**src/rtl/bdd_sbox_seq_if.sv**
```systemverilog
// Handshake bundle between the nibble producer/consumer and the S-box sequencer.
interface bdd_sbox_seq_if;
    logic       in_valid;
    logic       in_ready;
    logic [3:0] in_nibble;
    logic       out_valid;
    logic       out_ready;
    logic [3:0] out_nibble;
    logic       out_err;

    // Sequencer side: takes nibbles in, hands results out.
    modport slave (
        input  in_valid, in_nibble, out_ready,
        output in_ready, out_valid, out_nibble, out_err
    );

    // Environment side: offers nibbles, consumes results.
    modport master (
        output in_valid, in_nibble, out_ready,
        input  in_ready, out_valid, out_nibble, out_err
    );
endinterface

```
**src/rtl/bdd_sbox_seq.sv**
```systemverilog
// Precharge/evaluate sequencer for the 4-bit dual-rail BDD S-box.
// One nibble in flight at a time: latch, precharge, evaluate, capture the
// u/c rails, check complementarity, then hold the result until consumed.
module bdd_sbox_seq #(
    parameter int PRE_CYCLES    = 1,
    parameter int SETTLE_CYCLES = 2,
    parameter int ERR_CNT_W     = 8
) (
    input  logic                 clk,
    input  logic                 rst,
    bdd_sbox_seq_if.slave        bus,
    output logic                 pre,
    output logic [3:0]           select,
    output logic [3:0]           select_bar,
    output logic                 input0,
    output logic                 input1,
    input  logic [3:0]           u_out,
    input  logic [3:0]           c_out,
    output logic [ERR_CNT_W-1:0] err_count
);

    localparam int MAX_CYC = (PRE_CYCLES > SETTLE_CYCLES) ? PRE_CYCLES : SETTLE_CYCLES;
    localparam int CNT_W   = (MAX_CYC < 2) ? 1 : $clog2(MAX_CYC);

    localparam logic [CNT_W-1:0] PRE_LAST    = CNT_W'(PRE_CYCLES - 1);
    localparam logic [CNT_W-1:0] SETTLE_LAST = CNT_W'(SETTLE_CYCLES - 1);

    typedef enum logic [1:0] {S_IDLE, S_PRE, S_EVAL, S_DONE} state_t;

    state_t               state, state_n;
    logic [CNT_W-1:0]     cnt, cnt_n;
    logic [3:0]           x, x_n;
    logic                 in_ready, in_ready_n;
    logic                 pre_n;
    logic [3:0]           sel_n, selb_n;
    logic                 out_valid, out_valid_n;
    logic [3:0]           out_nibble, out_nibble_n;
    logic                 out_err, out_err_n;
    logic [ERR_CNT_W-1:0] err_n;
    logic                 rail_fault;

    // Leaf rails of the BDD are constants, independent of reset.
    assign input0 = 1'b0;
    assign input1 = 1'b1;

    assign bus.in_ready   = in_ready;
    assign bus.out_valid  = out_valid;
    assign bus.out_nibble = out_nibble;
    assign bus.out_err    = out_err;

    // A healthy slice always drives its two rails to opposite values.
    assign rail_fault = |(u_out ~^ c_out);

    // State and registered-output update; reset aborts any operation in flight.
    always_ff @(posedge clk) begin
        if (rst) begin
            state      <= S_IDLE;
            cnt        <= '0;
            x          <= '0;
            in_ready   <= 1'b1;
            pre        <= 1'b0;
            select     <= '0;
            select_bar <= '0;
            out_valid  <= 1'b0;
            out_nibble <= '0;
            out_err    <= 1'b0;
            err_count  <= '0;
        end else begin
            state      <= state_n;
            cnt        <= cnt_n;
            x          <= x_n;
            in_ready   <= in_ready_n;
            pre        <= pre_n;
            select     <= sel_n;
            select_bar <= selb_n;
            out_valid  <= out_valid_n;
            out_nibble <= out_nibble_n;
            out_err    <= out_err_n;
            err_count  <= err_n;
        end
    end

    // Next state and next values of every registered output. Phase and
    // selects default to precharge/all-off so only EVAL can make a MUX conduct.
    always_comb begin
        state_n      = state;
        cnt_n        = cnt;
        x_n          = x;
        in_ready_n   = 1'b0;
        pre_n        = 1'b0;
        sel_n        = '0;
        selb_n       = '0;
        out_valid_n  = out_valid;
        out_nibble_n = out_nibble;
        out_err_n    = out_err;
        err_n        = err_count;

        case (state)
            S_IDLE: begin
                in_ready_n = 1'b1;
                if (bus.in_valid && in_ready) begin
                    x_n        = bus.in_nibble;
                    cnt_n      = '0;
                    in_ready_n = 1'b0;
                    state_n    = S_PRE;
                end
            end
            S_PRE: begin
                if (cnt == PRE_LAST) begin
                    cnt_n   = '0;
                    pre_n   = 1'b1;
                    sel_n   = x;
                    selb_n  = ~x;
                    state_n = S_EVAL;
                end else begin
                    cnt_n = cnt + CNT_W'(1);
                end
            end
            S_EVAL: begin
                if (cnt == SETTLE_LAST) begin
                    // Capture edge: rails are sampled here and nowhere else.
                    cnt_n        = '0;
                    out_nibble_n = u_out;
                    out_err_n    = rail_fault;
                    out_valid_n  = 1'b1;
                    if (rail_fault && (err_count != {ERR_CNT_W{1'b1}}))
                        err_n = err_count + ERR_CNT_W'(1);
                    state_n = S_DONE;
                end else begin
                    cnt_n  = cnt + CNT_W'(1);
                    pre_n  = 1'b1;
                    sel_n  = x;
                    selb_n = ~x;
                end
            end
            S_DONE: begin
                // Circuit sits precharged while the consumer is stalled.
                if (bus.out_ready) begin
                    out_valid_n = 1'b0;
                    in_ready_n  = 1'b1;
                    state_n     = S_IDLE;
                end
            end
            default: begin
                state_n    = S_IDLE;
                in_ready_n = 1'b1;
            end
        endcase
    end

endmodule

```
**src/flat_wrapper.sv**
```systemverilog
// flat-port wrapper written by rule: the top's interface ports become plain ports
module bdd_sbox_seq_flat 
#(
    parameter int PRE_CYCLES    = 1,
    parameter int SETTLE_CYCLES = 2,
    parameter int ERR_CNT_W     = 8
)
  (clk, rst, pre, select, select_bar, input0, input1, u_out, c_out, err_count, bus_in_valid, bus_in_nibble, bus_out_ready, bus_in_ready, bus_out_valid, bus_out_nibble, bus_out_err);
  bdd_sbox_seq_if bus_i ();
  input  logic clk;
  input  logic rst;
  output logic pre;
  output logic [3:0] select;
  output logic [3:0] select_bar;
  output logic input0;
  output logic input1;
  input  logic [3:0] u_out;
  input  logic [3:0] c_out;
  output logic [ERR_CNT_W-1:0] err_count;
  input wire logic [$bits(bus_i.in_valid)-1:0] bus_in_valid;
  input wire logic [$bits(bus_i.in_nibble)-1:0] bus_in_nibble;
  input wire logic [$bits(bus_i.out_ready)-1:0] bus_out_ready;
  output wire logic [$bits(bus_i.in_ready)-1:0] bus_in_ready;
  output wire logic [$bits(bus_i.out_valid)-1:0] bus_out_valid;
  output wire logic [$bits(bus_i.out_nibble)-1:0] bus_out_nibble;
  output wire logic [$bits(bus_i.out_err)-1:0] bus_out_err;
  assign bus_i.in_valid = bus_in_valid;
  assign bus_i.in_nibble = bus_in_nibble;
  assign bus_i.out_ready = bus_out_ready;
  assign bus_in_ready = bus_i.in_ready;
  assign bus_out_valid = bus_i.out_valid;
  assign bus_out_nibble = bus_i.out_nibble;
  assign bus_out_err = bus_i.out_err;
  bdd_sbox_seq #(.PRE_CYCLES(PRE_CYCLES), .SETTLE_CYCLES(SETTLE_CYCLES), .ERR_CNT_W(ERR_CNT_W)) u_core (.clk(clk), .rst(rst), .bus(bus_i), .pre(pre), .select(select), .select_bar(select_bar), .input0(input0), .input1(input1), .u_out(u_out), .c_out(c_out), .err_count(err_count));
endmodule
```
**config.mk**
```make
export PLATFORM = sky130hd
export DESIGN_NAME = bdd_sbox_seq_flat
export DESIGN_NICKNAME = d
export VERILOG_FILES = /design/src/rtl/bdd_sbox_seq_if.sv /design/src/rtl/bdd_sbox_seq.sv /design/src/flat_wrapper.sv
export SDC_FILE = /design/constraint.sdc
export NUM_CORES = 1
export LEC_CHECK = 0
export ABC_AREA = 1
export CORE_MARGIN = 8
export CORE_UTILIZATION = 58
export DETAILED_ROUTE_END_ITERATION = 7
export DONT_BUFFER_PORTS = 1
export GPL_TIMING_DRIVEN = 0
export HOLD_SLACK_MARGIN = 0.1
export PLACE_DENSITY = 0.74
export SLEW_MARGIN = 5
export SYNTH_ARGS = -nofsm -noshare
export SYNTH_HDL_FRONTEND = slang
export SYNTH_SLANG_ARGS = --single-unit
```
**constraint.sdc**
```tcl
create_clock -name clk -period 1.6 [get_ports clk]
set_clock_uncertainty 0.05 [all_clocks]
set_input_delay 0 -clock clk [delete_from_list [all_inputs] [get_ports clk]]
set_output_delay 0 -clock clk [all_outputs]
set_load 0.01 [all_outputs]
```
==> out/results.ini, run 1 <==
[run_status]
outcome=completed

[sta]
final_max_slew_viol_count=0
max-slew-margin-rel_pct=66.6
finalHoldViolCount=0
worst_pin_slew_ps=501
fin_crit_ps=1490
max_freq_ghz=0.672
whs_ps=146
finalCritPeriodShare_pct=93.0
setup_viol=0

[die]
die-area_um2=4270
initial_core_util_pct=59.2
rows=18
ios=42
floorplan.core_area_um2=2390
die_h_um=65.4
die_x_um=65.4

[detailed_routing]
drt_iter0_markers=81
antenna_left=0
routed-via-count=1242
wirelength_um=3180
firstDrtPassIters=4
drc_errors=0
vias_per_cell=5.22
wl_per_cell_um=13.4

[pwr]
internal-power_mw=1.37
combinationalPowerShare_pct=23.9
swShare_pct=35.0
switchingPower_mw=0.741
p_leak_nw=0.728
p_seq_share_pct=50.9
p_per_area_nw_per_um2=1260
peakVddDrop_mv=1.15
p_clk_share_pct=25.2

[grt]
grt_antenna_before_repair=0
track_usage_pct=15.5
grt_overflow=0
grt_pass1_vias=1200
grt_max_degree=11
grt_pass1_wl_um=5220

[clocking]
clk_latency_ps=330
clkTransAtPathRegs_ps=90
clock_sinks=31
cts.htree.levels=2
tritoncts=done
root_buffer=clkbuf_4
cts-buffers-inserted=5
clockBufferDepth=2

[placement]
place_area_um2=1450
portBuffers=0
place_congestion=0.917
hpwl_um=2300

[cells_and_area]
nFillCells=212
nNetsFinal=230
insertedDiodeCount=0
drive_gt1_share_pct=17.3
final_area_um2=1670
synthToLayoutAreaGrowth_pct=18.4

[logic_synthesis]
synth_cell_types=25
avgSynthCellArea_um2=7.60
synthTopCellsByArea=dfxtp_1, nand2_1, a21oi_1
ys.warnings.count=0
yosysSeqAreaShare_pct=43.9
synthFlopType=dfxtp_1
synth_fp_nets=209
ys_ff_latch=31
synth_edf_count=0
syn_area_um2=1410
synth_common_cells=nand2_1, dfxtp_1, a21oi_1, inv_1, nor2_1
yosysMostFrequentCell=nand2_1
synth_cells=186
synth_top_area_share_pct=43.9
synth_top_area_cell=dfxtp_1
ys_async_sr_fraction_pct=0

[critical_path]
reg2reg_from=u_core.err_count[3]$_SDFFE_PP0P_
critPathRequiredTime_ps=1820
arrival_ps=1710
r2r_setup_slack_ps=110
ff2ff_path_depth=6
timing.rr.end=u_core.err_count[7]$_SDFFE_PP0P_
cpLargestDelayFamily=simple AND/OR/NAND/NOR gates
crit_top_cell=nand3_4
start_kind=register
worst-path-buf-inv=0
end_kind=register
max_stage_delay_ps=510
crit_type=reg2reg
path_cells=nand2_2 -> nor2_4 -> nand3_4 -> nand3_4 -> nand2_1 -> a21oi_2
crit_fanout=8
slowest_stage=dfxtp_1

[worst_hold_path]
min_to=u_core.bus.out_err$_SDFFE_PP0P_
min_from=u_out[2]
hold-path-cell-count=6
hp-class=in2reg

[job]
maxCapViolations=0

==> tightest hold or removal path, cell delays in order <==
cell	delay, ps
nand2_1	30
nand2_1	70
nor2_2	40
nand2_2	180
nand2_1	70
a21oi_1	100
==> logic make-up (layout without fill, tap and decap cells) <==
| group | count (synthesis) | in the layout | synth area share (%) |
|---|---|---|---|
| and+or+nand+nor | 76 | 76 | 25.7 |
| other | 2 | 2 | 0.531 |
| adders and majority gates | 7 | 7 | 6.19 |
| buffers and inverters | 31 | 53 | 8.85 |
| AOI/OAI and AO/OA | 38 | 38 | 14.2 |
| xor gates and xnor gates | 1 | 1 | 0.620 |
| DFF | 31 | 31 | 43.9 |
==> layer usage <==
layer	up-vias	wire length, um	part of all wire [%]	track usage, %
li1	638	-	-	-
met1	551	1290	41	16.6
met2	44	1520	48	24.0
met3	9	300	9.4	7.65
met4	0	66	2.1	9.81
met5	-	0	0	0
==> power by group through the flow <==
stage	sequential (mW)	combinational, mW	clock, mW
after floorplan	1.06	0.352	0
after global placement	1.09	0.412	0
after detailed placement	1.10	0.443	0
after CTS	1.08	0.472	0.542
after global routing	1.10	0.575	0.588
final	1.08	0.506	0.532
==> layout make-up <==
type                       instances  area [um^2]  share of cell area, %
clock buffer                       7         65.1                   3.89
clock inverter                     1         7.51                  0.448
buffer                             5         30.0                   1.79
multi-input combinational        124          677                   40.4
tap                               30         37.5                   2.24
timing repair buffer              14          133                   7.92
sequential                        31          624                   37.3
inverter                          26          100                   5.98
==> cells in the final DEF (no fill, tap or decap), drive strengths merged, types with 7 or more instances in the layout <==
cell and instances:
nand2 43, buf 7, nand4 7, a21oi 24
inv 26, dfxtp 31, nand3 7, o21ai 13
clkbuf 8, ha 7, nor2 16, dlygate4sd3 11
==> through the flow <==
step	power [mW]	setup TNS, ps	setup slack [ps]	utilization (%)	std cells
after floorplan	1.41	0	221	-	186
after global placement	1.50	0	47.0	60.8	216
after detailed placement	1.54	-4.08	-4.08	60.8	216
after CTS	2.09	0	21.4	68.6	235
after global routing	2.26	-0.376	-0.376	70.1	238
final	2.12	0	111	70.1	238
==> worst max-delay path by stage <==
stage	from	endpoint	slack [ps]	cells after the start
after floorplan	u_core.state[0]$_SDFFE_PP0P_	u_core.err_count[5]$_SDFFE_PP0P_	220	7
after global placement	u_core.state[0]$_SDFFE_PP0P_	u_core.err_count[5]$_SDFFE_PP0P_	50	7
after detailed placement	u_core.state[0]$_SDFFE_PP0P_	u_core.err_count[7]$_SDFFE_PP0P_	-4	7
after CTS	u_core.state[0]$_SDFFE_PP0P_	u_core.err_count[7]$_SDFFE_PP0P_	20	7
after global routing	u_core.state[1]$_SDFFE_PP0P_	u_core.select[2]$_SDFF_PP0_	-0.4	6
final	u_core.err_count[3]$_SDFFE_PP0P_	u_core.err_count[7]$_SDFFE_PP0P_	110	6
==> repair_timing <==
item,4_1_cts,5_1_grt
buffers inserted,0,3
gates cloned,0,0
hold buffers,11,0
setup endpoints to repair,2,21
endpoints found under the hold margin,31,0
gates resized for setup,1,7
==> registers in the layout, summed over array words and instances, names as in the netlist <==
register,count
u_core.bus.in_ready,1
u_core.state,2
u_core.bus.out_err,1
u_core.select_bar,4
u_core.pre,1
u_core.select,4
u_core.bus.out_valid,1
u_core.cnt,1
u_core.err_count,8
u_core.bus.out_nibble,4
u_core.x,4
Note: power is estimated with default switching activity, not from simulation.
==> run 2, diff against run 1 <==
Settings changed: CTS_BUF_LIST from default to sky130_fd_sc_hd__clkbuf_8 sky130_fd_sc_hd__clkbuf_16.
==> run 2 against run 1 <==
  * Critical path depth did not move
  * Setup slack better by 0.92 ps
  * Count of clock-buffer cells in the layout did not move
  * Core utilization grew 1.3 points
  * Via count increased by 0.48%
  * Sequential power about the same
  * Non-clock buffer count did not move
  * Sequential share of layout area decreased by 0.73 points
  * Global-route usage rose by 0.42 points
  * Routed wire length is 3.4% higher
  * Clock power rose by 30%
  * Maximum frequency about the same
  * Critical endpoint unchanged
==> out/results.ini, run 2 (synthesized netlist as in run 1, its figures left out) <==
[die]
floorplan.core_area_um2=2390  ; unchanged
die_h_um=65.4  ; unchanged
die-area_um2=4270  ; unchanged
rows=18  ; unchanged
initial_core_util_pct=59.2  ; unchanged
ios=42  ; unchanged
die_x_um=65.4  ; unchanged

[pwr]
p_seq_share_pct=47.4  ; -3.5 points
peakVddDrop_mv=1.16  ; +0.82%
p_leak_nw=0.740  ; +1.7%
internal-power_mw=1.51  ; +9.7%
p_clk_share_pct=30.3  ; +5.1 points
combinationalPowerShare_pct=22.4  ; -1.5 points
switchingPower_mw=0.768  ; +3.6%
p_per_area_nw_per_um2=1340  ; +5.7%
finalPower_mw=2.28  ; +7.6%
swShare_pct=33.7  ; -1.3 points

[detailed_routing]
firstDrtPassIters=4  ; unchanged
wl_met3_um=311  ; +3.7%
routed-wl-met2_um=1600  ; +5.1%
drt-met1-wl_um=1320  ; +2.4%
antenna_left=0  ; unchanged
wirelength_um=3290  ; +3.4%
drt_iter0_markers=84  ; +3.7%
drc_errors=0  ; unchanged
wl_per_cell_um=13.8  ; +3.4%
routed-via-count=1248  ; +0.48%
vias_per_cell=5.24  ; +0.48%
top_layer=met4

[placement]
dpl.cell_count=216  ; unchanged
place_congestion=0.917  ; unchanged
portBuffers=0  ; unchanged
place_area_um2=1450  ; unchanged
place_ws_ps=-4.08  ; unchanged
hpwl_um=2300  ; unchanged

[critical_path]
cpLargestDelayFamily=simple AND/OR/NAND/NOR gates
crit_fanout=8  ; unchanged
worst-path-buf-inv=0  ; unchanged
slowest_stage=dfxtp_1
crit_top_cell=nand3_4
reg2reg_from=u_core.err_count[3]$_SDFFE_PP0P_
end_kind=register
crit_type=reg2reg
max_stage_delay_ps=510  ; about the same
start_kind=register
path_cells=nand2_2 -> nor2_4 -> nand3_4 -> nand3_4 -> nand2_1 -> a21oi_2
critPathLaunch=u_core.err_count[3]$_SDFFE_PP0P_
critPathRequiredTime_ps=1770  ; -50 ps
arrival_ps=1660  ; -50 ps

[job]
maxCapViolations=0  ; unchanged

[clocking]
clkTransAtPathRegs_ps=60  ; -30 ps
clock_sinks=31  ; unchanged
clk_latency_ps=290  ; -40 ps
tritoncts=done
cts.htree.levels=2  ; unchanged
cts-buffers-inserted=5  ; unchanged
clockBufferDepth=2  ; unchanged
root_buffer=clkbuf_8

[sta]
finalCritPeriodShare_pct=93.0  ; about the same
whs_ps=196  ; +50.1 ps
setup_viol=0  ; unchanged
max-slew-margin-rel_pct=66.2  ; -0.45 points
max_freq_ghz=0.672  ; about the same
finalHoldViolCount=0  ; unchanged
worst_pin_slew_ps=507  ; +6.70 ps
fin_crit_ps=1490  ; -0.918 ps
final_max_slew_viol_count=0  ; unchanged
layout_setup_ws_ps=112  ; +0.918 ps
rsz0062_at_grt=false

[worst_hold_path]
hp-class=in2reg
min_from=u_out[2]

[grt]
track_usage_pct=15.9  ; +0.42 points
grt_antenna_before_repair=0  ; unchanged
grt_pass1_vias=1205  ; +0.42%
grt_pass1_wl_um=5390  ; +3.2%
grt_overflow=0  ; unchanged
grt_max_degree=11  ; unchanged

[cells_and_area]
insertedDiodeCount=0  ; unchanged
stdcell_count=238  ; unchanged
layout_common_cells=nand2_1, dfxtp_1, a21oi_1
synthToLayoutAreaGrowth_pct=20.5
top_register=u_core.err_count
nNetsFinal=230  ; unchanged
final_area_um2=1700  ; +1.8%
largest_reg_flops=8  ; unchanged
drive_gt1_share_pct=16.8  ; -0.48 points
mostFrequentLayoutCell=nand2_1

[run_status]
outcome=completed

run 2: final cells by class:
class,instances,area [um^2]
buffer,5,30.0
inverter,26,100
fill,208,683
clock buffer,7,96.3
sequential,31,623
tap,30,37.5
multi-input combinational,124,677
clock inverter,1,7.51
timing repair buffer,14,133
run 2: tightest hold or removal path: cells and delay by family:
family / cells / cell delay, ps
AOI/OAI and AO/OA: 1 / 100
and+or+nand+nor: 5 / 390
run 2: per-stage QoR:
step / TNS [ps] / utilization [%]
final: 0 / 71.4
after global routing: 0 / 71.4
after CTS: 0 / 69.9
after detailed placement: -4.08 / 60.8
after global placement: 0 / 60.8
after floorplan: 0 / -
run 2: power groups by stage:
stage | Sequential [mW] | Clock [mW] | Combinational, mW
4_1_cts | 1.08 | 0.703 | 0.472
6_report | 1.08 | 0.689 | 0.509
2_1_floorplan | 1.06 | 0 | 0.352
3_5_place_dp | 1.10 | 0 | 0.443
3_3_place_gp | 1.09 | 0 | 0.412
5_1_grt | 1.10 | 0.736 | 0.574
run 2: path summary, 6_finish.rpt:
| check | endpoint | cells after the start | slack, ps |
|---|---|---|---|
| worst max-delay path | u_core.err_count[7]$_SDFFE_PP0P_ | 6 | 110 |
| worst min-delay path | u_core.bus.out_err$_SDFFE_PP0P_ | 6 | 200 |
| worst max register to register | u_core.err_count[7]$_SDFFE_PP0P_ | 6 | 110 |
| worst min register to register | u_core.select_bar[3]$_SDFF_PP0_ | 1 | 360 |
run 2: repair_timing:
| item | in CTS | in global routing |
|---|---|---|
| hold endpoints to repair | 25 | 0 |
| pin swaps | 0 | 0 |
| hold buffers | 11 | 0 |
| setup buffers | 0 | 3 |
| gates resized for setup | 1 | 6 |
| setup endpoints to repair | 2 | 20 |
run 2: layer usage:
metal	global-route usage, %	vias to the layer above
met4	8.17	0
met2	25.3	41
met3	8.33	7
met1	16.9	565
met5	0	-
li1	-	635
